===== src/rtl/mseq_checker_pkg.sv =====
// Shared types and constants for the 5-bit M-sequence checker.
// Latency: n/a (package). Backpressure: n/a.
// Recurrence b[n] = b[n-2] ^ b[n-5] maps onto history taps r[3] and r[0].
package mseq_checker_pkg;

    typedef enum logic [1:0] {
        HUNT   = 2'd0,
        CHECK  = 2'd1,
        LOCKED = 2'd2
    } state_t;

    localparam int MSEQ_W      = 5;
    localparam int TAP_HI      = 3;
    localparam int TAP_LO      = 0;
    localparam int MSEQ_PERIOD = 31;

endpackage


===== src/rtl/mseq_ref5.sv =====
// History register and next-bit predictor; shifts in din or its own prediction.
// Latency: pred is combinational from r; r updates one edge after shift.
// Backpressure: none, shifts whenever shift is high; clr wins over shift.
module mseq_ref5
    import mseq_checker_pkg::*;
(
    input  logic              clk,
    input  logic              preset,
    input  logic              clr,
    input  logic              shift,
    input  logic              sel_pred,
    input  logic              din,
    output logic [MSEQ_W-1:0] r,
    output logic              pred
);

    assign pred = r[TAP_HI] ^ r[TAP_LO];

    // r[MSEQ_W-1] holds the newest bit, r[0] the oldest.
    always_ff @(posedge clk) begin
        if (!preset || clr) begin
            r <= '0;
        end else if (shift) begin
            r <= {(sel_pred ? pred : din), r[MSEQ_W-1:1]};
        end
    end

endmodule


===== config.mk =====
export PLATFORM = sky130hd
export DESIGN_NAME = mseq_ref5
export DESIGN_NICKNAME = d
export VERILOG_FILES = /design/src/rtl/mseq_checker_pkg.sv /design/src/rtl/mseq_ref5.sv
export SDC_FILE = /design/constraint.sdc
export NUM_CORES = 1
export LEC_CHECK = 0
export ABC_AREA = 1
export CAP_MARGIN = 20
export CORE_AREA = 2 2 39 41
export DETAILED_ROUTE_END_ITERATION = 7
export DIE_AREA = 0 0 41 43
export PLACE_DENSITY = 0.47
export SETUP_SLACK_MARGIN = 0.1
export SLEW_MARGIN = 25
export SYNTH_ARGS = -nofsm -noshare
export SYNTH_HDL_FRONTEND = slang
export SYNTH_SLANG_ARGS = --single-unit

===== constraint.sdc =====
create_clock -name clk -period 1.4 [get_ports clk]
set_clock_uncertainty 0.2 [all_clocks]
set_input_delay 0.28 -clock clk [delete_from_list [all_inputs] [get_ports clk]]
set_output_delay 0.28 -clock clk [all_outputs]
set_load 0.01 [all_outputs]

== Yosys cells after proc, flatten, opt, wreduce, memory -nomap -nowiden ==
Cells that the tools add are included.
Storage, ports and cells
  register bits: 5
  output and inout bits: 6
Cells by class
  mux-type cells: 1
  bitwise logic cells: 1
  reductions and logical operators: 2
Operators by type and width (number)
  $logic_not A1 Y1: 1
  $logic_or A1 B1 Y1: 1
  $mux W1: 1
  $xor A1 B1 Y1: 1

== Longest topological paths before layout ==
  depth in word-level cells: 2
  mapped depth: 4

== Worst setup path before layout ==
No wires, ideal clock.
  path kind: register to output
  start: register r[3]
  end: output port pred
  arrival time: 0.661 ns
  data required time: 0.920 ns
  slack: 0.259 ns
  cell stages (with the launch flop): 4
  cells stage by stage: dfxtp_1 inv_2 nand2_1 and2_1
Between the ends
  longest elaborated chain between the ends: 1
Ends and longest elaborated chain
  start: declaration: RTL line mseq_ref5.sv:13  | output logic [MSEQ_W-1:0] r,
  start signal: assignment: RTL line mseq_ref5.sv:24  | r <= {(sel_pred ? pred : din), r[MSEQ_W-1:1]};
  $xor A1 B1 Y1: RTL line mseq_ref5.sv:17  | assign pred = r[TAP_HI] ^ r[TAP_LO];
  end: declaration: RTL line mseq_ref5.sv:14  | output logic pred
Every way passes these cells.

== Worst setup path after layout ==
  start: register r[0]
  end: output port pred
Same word-level chain as after synthesis.

==> results <==
per-layer routing:
layer | vias to the layer above | track usage (%) | part of all wire (%) | wire length [um]
met3 | 0 | 1.571 | 8.8 | 44
li1 | 136 | - | - | -
met5 | - | 0 | 0 | 0
met4 | 0 | 10.00 | 0 | 0
met2 | 9 | 10.31 | 45 | 224
met1 | 101 | 10.32 | 46 | 230
final cells by class:
| cell class | instances | share of cell area (%) |
|---|---|---|
| clock buffers | 4 | 5.915 |
| inverters | 5 | 4.225 |
| multi-input cells | 17 | 21.13 |
| flip-flops and latches | 5 | 23.94 |
| well taps | 16 | 4.507 |
| repair buffers | 20 | 40.28 |
Yosys cell counts (all sizes together):
cell | instances | area share (%)
o21ai | 5 | 12
and2 | 1 | 3.0
nand2 | 2 | 3.6
nor2 | 3 | 8.9
inv | 5 | 8.9
nand3 | 1 | 2.4
dfxtp | 5 | 48
a21oi | 5 | 14
worst min-delay path, delay by kind of cell, from the launching register on:
kind	cells	cell delay (ns)
DFF	1	0.32
AOI/OAI and AO/OA	2	0.15
through the flow:
stage               cell area [sq um]  cells
detailed placement              392.9     61
floorplan                       210.2     27
global route                    444.2     67
finish                          444.2     67
global placement                392.9     61
CTS                             430.4     66
report_power, final:
| part | switching, uW | internal [uW] |
|---|---|---|
| sequential | 3.81 | 149 |
| combinational | 24.9 | 39.1 |
| clock | 59.5 | 108 |
| total | 88.2 | 296 |
path summary, 6_finish.rpt:
| path | start | endpoint | slack (ns) | depth (start not counted) |
|---|---|---|---|---|
| max | r[0] | pred | 0.008 | 3 |
| min | r[1] | r[0] | 0.30 | 2 |
| max reg2reg | r[0] | r[0] | 0.40 | 4 |
| min reg2reg | r[1] | r[0] | 0.30 | 2 |
cells by family after synthesis:
group | count (synthesis) | share of synthesized area [%]
AO/OA/AOI/OAI | 10 | 25.59
buffers and inverters | 5 | 8.930
AND/OR/NAND/NOR | 7 | 17.86
flip-flops | 5 | 47.62
repair_timing:
item	in CTS	in global routing
gates resized for setup	29	1
gates cloned	0	0
pin swaps	0	0
setup buffers	1	1
endpoints found under the setup margin	6	4
==> flow_summary.ini <==
[sta]
slew_headroom_pct = 90.13
rsz0062_at_grt = yes
layout_min_cycle_time_ns = 1.392
timing.final.crit_share_pct = 99.46
max_freq_mhz = 718.1
final_max_slew_viol_count = 0
final.setup.tns_ns = 0
worst_slew_pin_slew_ns = 0.1476
finalHoldViolCount = 0
setup_ws_ns = 0.007505
setup_viol = 0
holdWs_ns = 0.3048

[synth]
ys_ff_latch = 5
syn_nets = 33
synth.distinct_cells = 12
syn-cell-area_sq_um = 210.2
synth_cells = 27
seq_area_frac_synth_pct = 47.62
avgSynthCellArea_sq_um = 7.785
ys_warn_count = 0

[setup_path]
critical_path_class = flip-flop to output port
endpoint_kind = output port
cp_max_fo = 3
cpPeakStageDelay_ns = 0.34
crit_arrival_ns = 0.91
crit_buf_inv = 1
required_ns = 0.92
cp_slowest_cell = dfxtp_2
cp-start-kind = flip-flop
path_cells = nand2_1 -> and2_1 -> buf_2
crit_family = flip-flops

[final_layout]
nets = 58
num-fill-cells = 162
regArea_sq_um = 106.4
drive_above_1_share_pct = 56.86
multi_input_area_sq_um = 93.84
diodes = 0
area_delta_synth_final_pct = 111.3
layout_commonest_cell = buf_4
regMostFlops = r
top_regs = r (5)
largest_reg_flops = 5
final_util_pct = 32.10
mostFrequentLayoutCells = buf_4, clkdlybuf4s50_1, dfxtp_2

[global_route]
grt_pass1_vias = 230
antenna_found_initial = 0
grt_overflow = 0
grt_pass1_wl_um = 945
grt_use_total_pct = 8.342
grt_max_degree = 7

[clock_network]
cts_tree = done
cts_hold_buf = 0
clockBufferDepth = 2
cts_num_sinks = 5
clk_pin_slew_worst_paths_ns = 0.05
cts_root_buffer = clkbuf_4
cts_max_level = 1
insertion_delay_ns = 0.24
numCtsBuffers = 3

[floorplan]
ios = 12
start_util_pct = 15.19
die-width_um = 41
row_count = 14
dieArea_sq_um = 1763
dieHeight_um = 43
core_area_sq_um = 1384

[pwr]
leakagePower_uw = 0.0001954
powerDensity_nw_per_um2 = 864.7
finalPower_uw = 384.1
vdd_drop_max_mv = 0.3137

[job]
maxCapViolations = 0

[placement]
port_buffers = 11
pre_cts_ws_ns = -0.1821
gp_congestion = 0.6611
dp_hpwl_um = 383.1

[routing]
dr.pass1.iters = 1
drt.antenna.violating_nets = 0
num_vias = 246
drt-total-wl_um = 499
drc_errors = 0
drt-vias-per-instance = 3.672
drtIter0Drc = 0
wl_per_cell_um = 7.448

[hold_path]
hold_class = flip-flop to flip-flop

[status]
outcome = complete, no violations
No activity file was read; power rests on OpenSTA's default activity.
